<file path="src/rtl/capture_pkg.sv">
// Types and constants shared between the trace capture engine and the trace dump reader.
package capture_pkg;

    localparam int TRACE_ADDR_W = 9;
    localparam int TRACE_DEPTH  = 512;
    localparam int NUM_CH       = 5;

    typedef logic [TRACE_ADDR_W-1:0] Address;

    // Kept distinct from the capture engine's State enum so both can live in one scope.
    typedef enum logic [2:0] {
        DMP_IDLE,
        DMP_RD,
        DMP_WAIT,
        DMP_SEND,
        DMP_DONE
    } DumpState;

endpackage

</file>
<file path="src/rtl/dump_ch_mux.sv">
// Selects one channel's byte from a packed multi-channel RAM word; out-of-range channels read as zero.
module dump_ch_mux #(
    parameter int DATA_W = 8,
    parameter int NUM_CH = capture_pkg::NUM_CH,
    parameter int CH_W   = 3
) (
    input  logic [NUM_CH*DATA_W-1:0] rdata,
    input  logic [CH_W-1:0]          ch,
    output logic [DATA_W-1:0]        data
);

    logic [DATA_W-1:0] lanes [NUM_CH];

    for (genvar gi = 0; gi < NUM_CH; gi++) begin : g_lane
        assign lanes[gi] = rdata[gi*DATA_W +: DATA_W];
    end

    always_comb begin
        data = '0;
        for (int k = 0; k < NUM_CH; k++) begin
            if (ch == CH_W'(k)) begin
                data = lanes[k];
            end
        end
    end

endmodule

</file>
<file path="src/rtl/trace_dump.sv">
// Reads the whole circular trace RAM for one channel, oldest sample first, and hands each
// byte to the transmitter over a valid/ack handshake.
module trace_dump #(
    parameter int ADDR_W = 9,
    parameter int DATA_W = 8,
    parameter int NUM_CH = capture_pkg::NUM_CH,
    parameter int CH_W   = 3
) (
    input  logic                     clk,
    input  logic                     rst_n,
    input  logic                     capture_done,
    input  logic                     start_dump,
    input  logic [CH_W-1:0]          dump_channel,
    input  logic [ADDR_W-1:0]        trace_end,
    input  logic [NUM_CH*DATA_W-1:0] rdata,
    output logic                     en,
    output logic [ADDR_W-1:0]        addr,
    output logic                     send_dump,
    output logic [DATA_W-1:0]        dump_data,
    input  logic                     dump_ack,
    output logic                     dump_finished,
    output logic                     busy
);

    import capture_pkg::DumpState;
    import capture_pkg::DMP_IDLE;
    import capture_pkg::DMP_RD;
    import capture_pkg::DMP_WAIT;
    import capture_pkg::DMP_SEND;
    import capture_pkg::DMP_DONE;

    DumpState          state_reg, state_next;
    logic [ADDR_W-1:0] rd_ptr_reg, rd_ptr_next;
    logic [ADDR_W-1:0] cnt_reg, cnt_next;
    logic [CH_W-1:0]   ch_reg, ch_next;
    logic [DATA_W-1:0] data_reg, data_next;
    logic [DATA_W-1:0] lane_data;

    dump_ch_mux #(
        .DATA_W (DATA_W),
        .NUM_CH (NUM_CH),
        .CH_W   (CH_W)
    ) u_ch_mux (
        .rdata (rdata),
        .ch    (ch_reg),
        .data  (lane_data)
    );

    always_ff @(posedge clk) begin
        if (!rst_n) begin
            state_reg  <= DMP_IDLE;
            rd_ptr_reg <= '0;
            cnt_reg    <= '0;
            ch_reg     <= '0;
            data_reg   <= '0;
        end else begin
            state_reg  <= state_next;
            rd_ptr_reg <= rd_ptr_next;
            cnt_reg    <= cnt_next;
            ch_reg     <= ch_next;
            data_reg   <= data_next;
        end
    end

    always_comb begin
        state_next  = state_reg;
        rd_ptr_next = rd_ptr_reg;
        cnt_next    = cnt_reg;
        ch_next     = ch_reg;
        data_next   = data_reg;
        case (state_reg)
            DMP_IDLE: begin
                if (start_dump && capture_done) begin
                    ch_next     = dump_channel;
                    rd_ptr_next = trace_end;
                    cnt_next    = '0;
                    state_next  = DMP_RD;
                end
            end
            DMP_RD: begin
                state_next = DMP_WAIT;
            end
            DMP_WAIT: begin
                data_next  = lane_data;
                state_next = DMP_SEND;
            end
            DMP_SEND: begin
                // Terminal count is tested before incrementing, so cnt never wraps.
                if (dump_ack) begin
                    if (cnt_reg == '1) begin
                        state_next = DMP_DONE;
                    end else begin
                        rd_ptr_next = rd_ptr_reg + 1'b1;
                        cnt_next    = cnt_reg + 1'b1;
                        state_next  = DMP_RD;
                    end
                end
            end
            DMP_DONE: begin
                state_next = DMP_IDLE;
            end
            default: begin
                state_next = DMP_IDLE;
            end
        endcase
    end

    assign en            = (state_reg == DMP_RD);
    assign addr          = rd_ptr_reg;
    assign send_dump     = (state_reg == DMP_SEND);
    assign dump_data     = data_reg;
    assign dump_finished = (state_reg == DMP_DONE);
    assign busy          = (state_reg != DMP_IDLE);

endmodule
</file>
<file path="config.mk">
export PLATFORM = sky130hd
export DESIGN_NAME = trace_dump
export DESIGN_NICKNAME = d
export VERILOG_FILES = /design/src/rtl/capture_pkg.sv /design/src/rtl/dump_ch_mux.sv /design/src/rtl/trace_dump.sv
export SDC_FILE = /design/constraint.sdc
export NUM_CORES = 1
export LEC_CHECK = 0
export CAP_MARGIN = 20
export CORE_MARGIN = 4
export CORE_UTILIZATION = 42
export CTS_CLUSTER_DIAMETER = 150
export CTS_CLUSTER_SIZE = 25
export DETAILED_ROUTE_END_ITERATION = 16
export PLACE_DENSITY = 0.82
export RECOVER_POWER = 100
export SKIP_CTS_REPAIR_TIMING = 1
export SYNTH_ARGS = -nofsm -noshare
export SYNTH_HDL_FRONTEND = slang
export SYNTH_SLANG_ARGS = --single-unit
</file>
<file path="constraint.sdc">
create_clock -name clk -period 2.65 [get_ports clk]
set_input_delay 0.795 -clock clk [delete_from_list [all_inputs] [get_ports clk]]
set_output_delay 0.795 -clock clk [all_outputs]
set_load 0.01 [all_outputs]
</file>
[After elaboration in Yosys (flattened, before gate mapping)]
Cells that the tools add are included.
Storage, ports and cells
  output and inout port bits: 21
  word-level logic and storage cells: 44
  input bits: 57
  register bits after elaboration: 32
Operators by class
  mux-type cells: 17
  equal/unequal tests: 12
  $add $sub $neg: 2
  reductions and logical operators: 8
Operator list (number)
  9-bit two-way mux: 6
  8-bit two-way mux: 5
  9-bit one-hot mux with 2 select lines: 2
  9-bit by 1-bit adder with 9-bit output (second input constant): 2
  3-bit by 2-bit == test with 1-bit output (second input constant): 4
  3-bit one-hot mux with 4 select lines: 1
  9-bit == test (second input constant): 1
  3-bit two-way mux: 3
  3-bit by 1-bit == test with 1-bit output (second input constant): 2
  3-bit == test (second input constant): 2
  3-bit logical NOT: 2
  2-bit inequality test (second input constant): 2
  2-bit AND reduction: 2
  4-bit AND reduction: 1
  3-bit nonzero test: 1
  2-bit by 1-bit inequality test with 1-bit output (second input constant): 1
  2-bit nonzero test: 1
  1-bit logical AND: 1

[Longest topological paths before layout]
Gate-level depths: netlist of the first run.
  depth in word-level cells: 6
  depth in mapped cells: 10
  mapped depth without buffers: 8

[Hierarchy]
A second synthesis of the first run with hierarchy kept.
Second synthesis, totals
  cell total of the unflattened synthesis: 235
  area, all modules: 1930.6 µm²
Modules (own cells, without submodules)
  trace_dump: seq. area each 640.6 µm², times used 1, area each 1526.5 µm², cells each 179
  dump_ch_mux: seq. area each 0.0 µm², times used 1, area each 404.1 µm², cells each 56

[Least setup slack after synthesis of the first run]
Ideal clock, no wire load.
  kind: flip-flop to flip-flop
  from: reg cnt_reg[2]
  to: reg cnt_reg[3]
  buffers on the path: 2
  data required time: 2577 ps
  period minus slack after synthesis: 2135 ps
  setup time: 73 ps
  stages on the path, launching flop included: 11
  arrival: 2062 ps
  setup slack: 515 ps
  cell sequence: dfxtp_1 > nand4_1 > or2_2 > nor2_1 > ha_1 > nand3b_1 > o22a_1 > buf_6 > clkbuf_1 > o21ai_0 > a21oi_1
On the way
  word-level cells in the longest chain between the ends: 4
  elaborated cells on any way between the ends: 7
  classes of those cells: 1 x add/sub; 2 x eq/ne; 3 x mux; 1 x reduce/logical
RTL lines
  from (decl): line trace_dump.sv:34  | logic [ADDR_W-1:0] cnt_reg, cnt_next;
  from (signal assigned): line trace_dump.sv:59  | cnt_reg <= cnt_next;
  9-bit by 1-bit adder with 9-bit output: line trace_dump.sv:94  | cnt_next = cnt_reg + 1'b1;
  9-bit two-way mux: line trace_dump.sv:90  | if (cnt_reg == '1) begin
  9-bit two-way mux: line trace_dump.sv:89  | if (dump_ack) begin
  9-bit one-hot mux with 2 select lines: line trace_dump.sv:71  | case (state_reg)
Parallel ways exist; a longest one is shown, timed or not. The select of a mux whose other input is x is not followed.
A chain may end at the register's enable or synchronous reset.

[Worst setup path after layout of the first run]
  from: reg state_reg[2]
  to: out send_dump
On the way
  word-level cells in the longest chain between the ends: 1
RTL lines
  from (decl): line trace_dump.sv:32  | DumpState state_reg, state_next;
  from (signal assigned): line trace_dump.sv:57  | state_reg <= state_next;
  3-bit by 2-bit == test with 1-bit output: line trace_dump.sv:110  | assign send_dump = (state_reg == DMP_SEND);
  to (decl): line trace_dump.sv:18  | output logic send_dump,
No other way between the ends.

==> results.sh, run 1 <==
export IMPL_synthFlopType="dfxtp_1"
export IMPL_die_h_um=74.0
export IMPL_clkPwrFrac=0.328
export IMPL_antenna_found_initial=0
export IMPL_pin_count=78
export IMPL_place_congestion=0.824
export IMPL_crit_type="reg2out"
export IMPL_yosysMostFrequentCell="dfxtp_1"
export IMPL_dieArea_mm2=0.00548
export IMPL_grt_usage=0.214
export IMPL_ys_top_cells_by_count="dfxtp_1 (32), o21ai_0 (31), a21oi_1 (22)"
export IMPL_synth_nets=293
export IMPL_start_util=0.445
export IMPL_swShare=0.269
export IMPL_finClkSkew_ns=0.00659
export IMPL_h_tree_depth=2
export IMPL_status="complete, no violations"
export IMPL_cp_cell_sequence="nand3b_1 -> clkinv_1 -> dlygate4sd3_1"
export IMPL_first_pass_iters=4
export IMPL_clockBufferDepth=2
export IMPL_post_synth_cell_area_avg_um2=7.86
export IMPL_finalWirelength_um=5360
export IMPL_reg2reg_slack_ns=0.28
export IMPL_arrival_ns=1.71
export IMPL_antenna_cells=0
export IMPL_max_freq_mhz=399
export IMPL_required_ns=1.86
export IMPL_crit_buf_inv=2
export IMPL_ys_top_cells_by_area="dfxtp_1 (35%), o21ai_0 (8.5%), a21oi_1 (6.0%)"
export IMPL_end_kind="primary output"
export IMPL_powerDensity_mw_per_mm2=431
export IMPL_p_comb_frac=0.222
export IMPL_hold_viol=0
export IMPL_pwr_share_seq=0.450
export IMPL_port_buffer_count=77
export IMPL_synth_edff_count=0
export IMPL_core_area_mm2=0.00412
export IMPL_finalMaxSlewViolations=0
export IMPL_critical_path_max_fanout=10
export IMPL_grt_pass1_wl_um=9190
export IMPL_min_period_ns=2.51
export IMPL_worstHoldPathType="reg2reg"
export IMPL_vias=2071
export IMPL_gr_total_overflow=0
export IMPL_fin_tns_setup_ns=0
export IMPL_slowest_stage="dlygate4sd3_1"
export IMPL_synth_top_area_share=0.350
export IMPL_worst_slew_pin_slew_ns=0.745
export IMPL_slew_headroom=0.503
export IMPL_async_flop_share=0
export IMPL_finalSetupViolations=0
export IMPL_p_switching_mw=0.320
export IMPL_num_rows=23
export IMPL_rsz0062_at_grt="false"
export IMPL_drt_iter0_drc=129
export IMPL_ant_nets=0
export IMPL_cts_buffers=5
export IMPL_final_util=0.670
export IMPL_syn_area_mm2=0.00183
export IMPL_cts_tree="yes"
export IMPL_ir_drop_mv=0.186
export IMPL_p_int_mw=0.869
export IMPL_grt_max_degree=17
export IMPL_cts_root_buf="clkbuf_8"
export IMPL_insertion_delay_ns=0.29
export IMPL_drt_wirelength_per_cell_um=14.6
export IMPL_ys_types=40
export IMPL_grt_pass1_vias=2080
export IMPL_critPathMaxStageDelay_ns=0.61
export IMPL_yosys_warnings=0
export IMPL_die_w_um=74.0
export IMPL_vias_per_cell=5.64
export IMPL_critPathLaunchType="flip-flop"
export IMPL_synth_top_area_cell="dfxtp_1"
export IMPL_ys_ff_latch=32
export IMPL_clk_pin_slew_ns=0.07
export IMPL_drc_errors=0
export IMPL_dpl_hpwl_um=4240
export IMPL_syn2layout_area_growth_pct=50.7
export IMPL_layout_drive_gt1_share=0.0694
export IMPL_clkSinkCount=32
export IMPL_leakage_nw=1.01
export IMPL_fin_crit_sh=0.946
export IMPL_path_delay_family="buffers and inverters"
export IMPL_layout_nets=376
export IMPL_synthCells=233
export IMPL_cap_violations=0
export IMPL_yosysSeqAreaShare=0.350
-- per-stage QoR --
stage / total power, mW / hold slack, ns / std cells / setup WS, ns / cell area, um2
2_1_floorplan: 0.656 / 0.452 / 233 / 0.515 / 1830
3_3_place_gp: 0.818 / 0.462 / 359 / 0.222 / 2680
3_5_place_dp: 0.823 / 0.467 / 359 / 0.194 / 2680
4_1_cts: 1.21 / 0.479 / 367 / 0.100 / 2780
5_1_grt: 1.25 / 0.524 / 367 / 0.0679 / 2760
6_report: 1.19 / 0.479 / 367 / 0.144 / 2760
-- layout by cell type (no fill, tap or decap), types with 9 or more instances in the layout --
cell,count
nand2_1,13
nor2_1,20
a22oi_1,10
a21oi_1,22
dlygate4sd3_1,21
dfxtp_1,31
buf_4,9
nand3_1,11
clkdlybuf4s50_1,56
o21ai_0,31
-- layer usage --
metal | up-vias | part of all wire | global-route usage
met1 | 939 | 0.41 | 0.249
met2 | 87 | 0.47 | 0.359
met4 | 0 | 0.016 | 0.0926
li1 | 1037 | - | -
met3 | 8 | 0.10 | 0.0716
met5 | - | 0 | 0
-- cell families after synthesis --
| group | synth area share |
|---|---|
| AO/OA/AOI/OAI | 0.270 |
| adder cells (fa/ha/maj) | 0.0205 |
| flip-flops | 0.350 |
| multiplexers | 0.0561 |
| buffers and inverters | 0.0554 |
| AND/OR/NAND/NOR | 0.248 |
-- worst min-delay path, delay by kind of cell (launching register included) --
family | cells | cell delay [ns]
flip-flops | 1 | 0.32
AO/OA/AOI/OAI | 2 | 0.11
-- power groups by stage --
stage | clock network, mW | logic, mW | registers (mW)
global placement | 0 | 0.272 | 0.546
global route | 0.425 | 0.290 | 0.539
finish | 0.390 | 0.264 | 0.535
CTS | 0.397 | 0.278 | 0.536
floorplan | 0 | 0.113 | 0.542
detailed placement | 0 | 0.277 | 0.546
-- final timing paths --
| check | startpoint | endpoint | cells past startpoint |
|---|---|---|---|
| worst max-delay path | state_reg[2] | send_dump | 3 |
| worst min register to register | cnt_reg[6] | cnt_reg[6] | 2 |
| worst min-delay path | cnt_reg[6] | cnt_reg[6] | 2 |
| worst max register to register | cnt_reg[2] | cnt_reg[2] | 9 |
-- cell type report --
class,count,area (um2)
clock buffers,6,82.6
clock inverters,2,10.0
fillers,355,1360
inverters,8,30.0
multi-input cells,180,1080
flip-flops and latches,32,642
well taps,50,62.6
repair buffers,89,850
Note: power is estimated with default switching activity, not from simulation.
==> inputs of run 2 (changes only) <==
--- a/config.mk
+++ b/config.mk
@@ -13,6 +13,7 @@
 export DETAILED_ROUTE_END_ITERATION = 16
 export PLACE_DENSITY = 0.82
 export RECOVER_POWER = 100
+export SETUP_SLACK_MARGIN = 0.2
 export SKIP_CTS_REPAIR_TIMING = 1
 export SYNTH_ARGS = -nofsm -noshare
 export SYNTH_HDL_FRONTEND = slang
==> run 2 against run 1 <==
Cell count unchanged. Critical path depth unchanged. Combinational power about the same. First-iteration DRC count decreased by 2.3%.
==> results.sh, run 2 (synthesis results as in run 1) <==
export IMPL_pre_cts_ws_ns=0.194
export IMPL_dpl_hpwl_um=4240
export IMPL_setup_slack_ns=0.213
export IMPL_hold_viol=0
export IMPL_insertion_delay_ns=0.29
export IMPL_h_tree_depth=2
export IMPL_antenna_cells=0
export IMPL_finClkSkew_ns=0.00692
export IMPL_min_period_ns=2.44
export IMPL_cts_root_buf="clkbuf_8"
export IMPL_vias_per_cell=5.67
export IMPL_finalMaxSlewViolations=0
export IMPL_drc_errors=0
export IMPL_fin_tns_setup_ns=0
export IMPL_grt_usage=0.214
export IMPL_grt_max_degree=17
export IMPL_fin_hold_ws_ns=0.479
export IMPL_drt_iter0_drc=126
export IMPL_slew_headroom=0.642
export IMPL_drt_wirelength_per_cell_um=14.6
export IMPL_cap_violations=0
export IMPL_rr_worst_depth=9
export IMPL_grt_pass1_vias=2080
export IMPL_final_common_cell="clkdlybuf4s50_1"
export IMPL_finalWirelength_um=5370
export IMPL_grt_pass1_wl_um=9190
export IMPL_first_pass_iters=4
export IMPL_worstHoldPathCells=2
export IMPL_cts_tree="yes"
export IMPL_clockBufferDepth=2
export IMPL_num_rows=23
export IMPL_worstHoldPathType="reg2reg"
export IMPL_ir_drop_mv=0.188
export IMPL_dieArea_mm2=0.00548
export IMPL_critPathLaunchType="flip-flop"
export IMPL_clkSinkCount=32
export IMPL_max_freq_mhz=410
export IMPL_antenna_found_initial=0
export IMPL_layout_drive_gt1_share=0.0757
export IMPL_crit_type="reg2out"
export IMPL_critical_path_max_fanout=10
export IMPL_ant_nets=0
export IMPL_die_h_um=74.0
export IMPL_pin_count=78
export IMPL_leakage_nw=1.02
export IMPL_core_area_mm2=0.00412
export IMPL_final_util=0.672
export IMPL_worst_slew_pin_slew_ns=0.536
export IMPL_start_util=0.445
export IMPL_die_w_um=74.0
export IMPL_place_congestion=0.824
export IMPL_reg2reg_slack_ns=0.28
export IMPL_status="complete, no violations"
export IMPL_arrival_ns=1.64
export IMPL_layout_common_cells="clkdlybuf4s50_1 (55), o21ai_0 (31), dfxtp_1 (30)"
export IMPL_required_ns=1.86
export IMPL_powerDensity_mw_per_mm2=430
export IMPL_cts_buffers=5
export IMPL_fin_crit_sh=0.920
export IMPL_layout_nets=376
export IMPL_rsz0062_at_grt="true"
export IMPL_fillers=353
export IMPL_finalSetupViolations=0
export IMPL_end_kind="primary output"
export IMPL_gr_total_overflow=0
export IMPL_clk_pin_slew_ns=0.07
export IMPL_syn2layout_area_growth_pct=51.1
export IMPL_vias=2080
export IMPL_port_buffer_count=77
-- run 2: changes by cell type in the layout (fill, tap and decap cells not counted), sizes merged --
cell and delta:
dlygate4sd3 +1, clkdlybuf4s50 -1
-- run 2: metrics by stage --
stage                     area, um2  power, mW  instances
after floorplan                1830      0.656        233
after global placement         2680      0.818        359
after detailed placement       2680      0.823        359
after CTS                      2780       1.21        367
after global routing           2770       1.26        367
final                          2770       1.19        367
-- run 2: area by class of cell --
cell class	count	area, um2	area share
inverters	8	30.0	0.0109
clock inverters	2	10.0	0.00362
well taps	50	62.6	0.0226
repair buffers	89	850	0.307
multi-input cells	180	1090	0.393
clock buffers	6	82.6	0.0299
flip-flops and latches	32	643	0.232
-- run 2: metal layers --
metal / GRT usage / wire length, um / part of all wire / vias up
li1: - / - / - / 1040
met1: 0.249 / 2200 / 0.41 / 935
met2: 0.359 / 2520 / 0.47 / 95
met3: 0.0716 / 556 / 0.10 / 10
met4: 0.0926 / 93 / 0.017 / 0
met5: 0 / 0 / 0 / -
-- run 2: final timing paths --
check / start / endpoint
max reg2reg: cnt_reg[2] / cnt_reg[2]
max: state_reg[0] / en
min reg2reg: cnt_reg[6] / cnt_reg[6]
min: cnt_reg[6] / cnt_reg[6]
-- run 2: worst max-delay path, stage by stage, from the launching register on --
cell           delay, ns
dfxtp_2             0.45
nand2b_1            0.19
nor2_1              0.11
dlygate4sd3_1       0.60
-- run 2: power breakdown --
part	leakage (nW)	internal [mW]	switching, mW
clock network	0.0510	0.207	0.182
registers	0.261	0.506	0.0289
logic	0.709	0.156	0.110
total	1.02	0.870	0.321
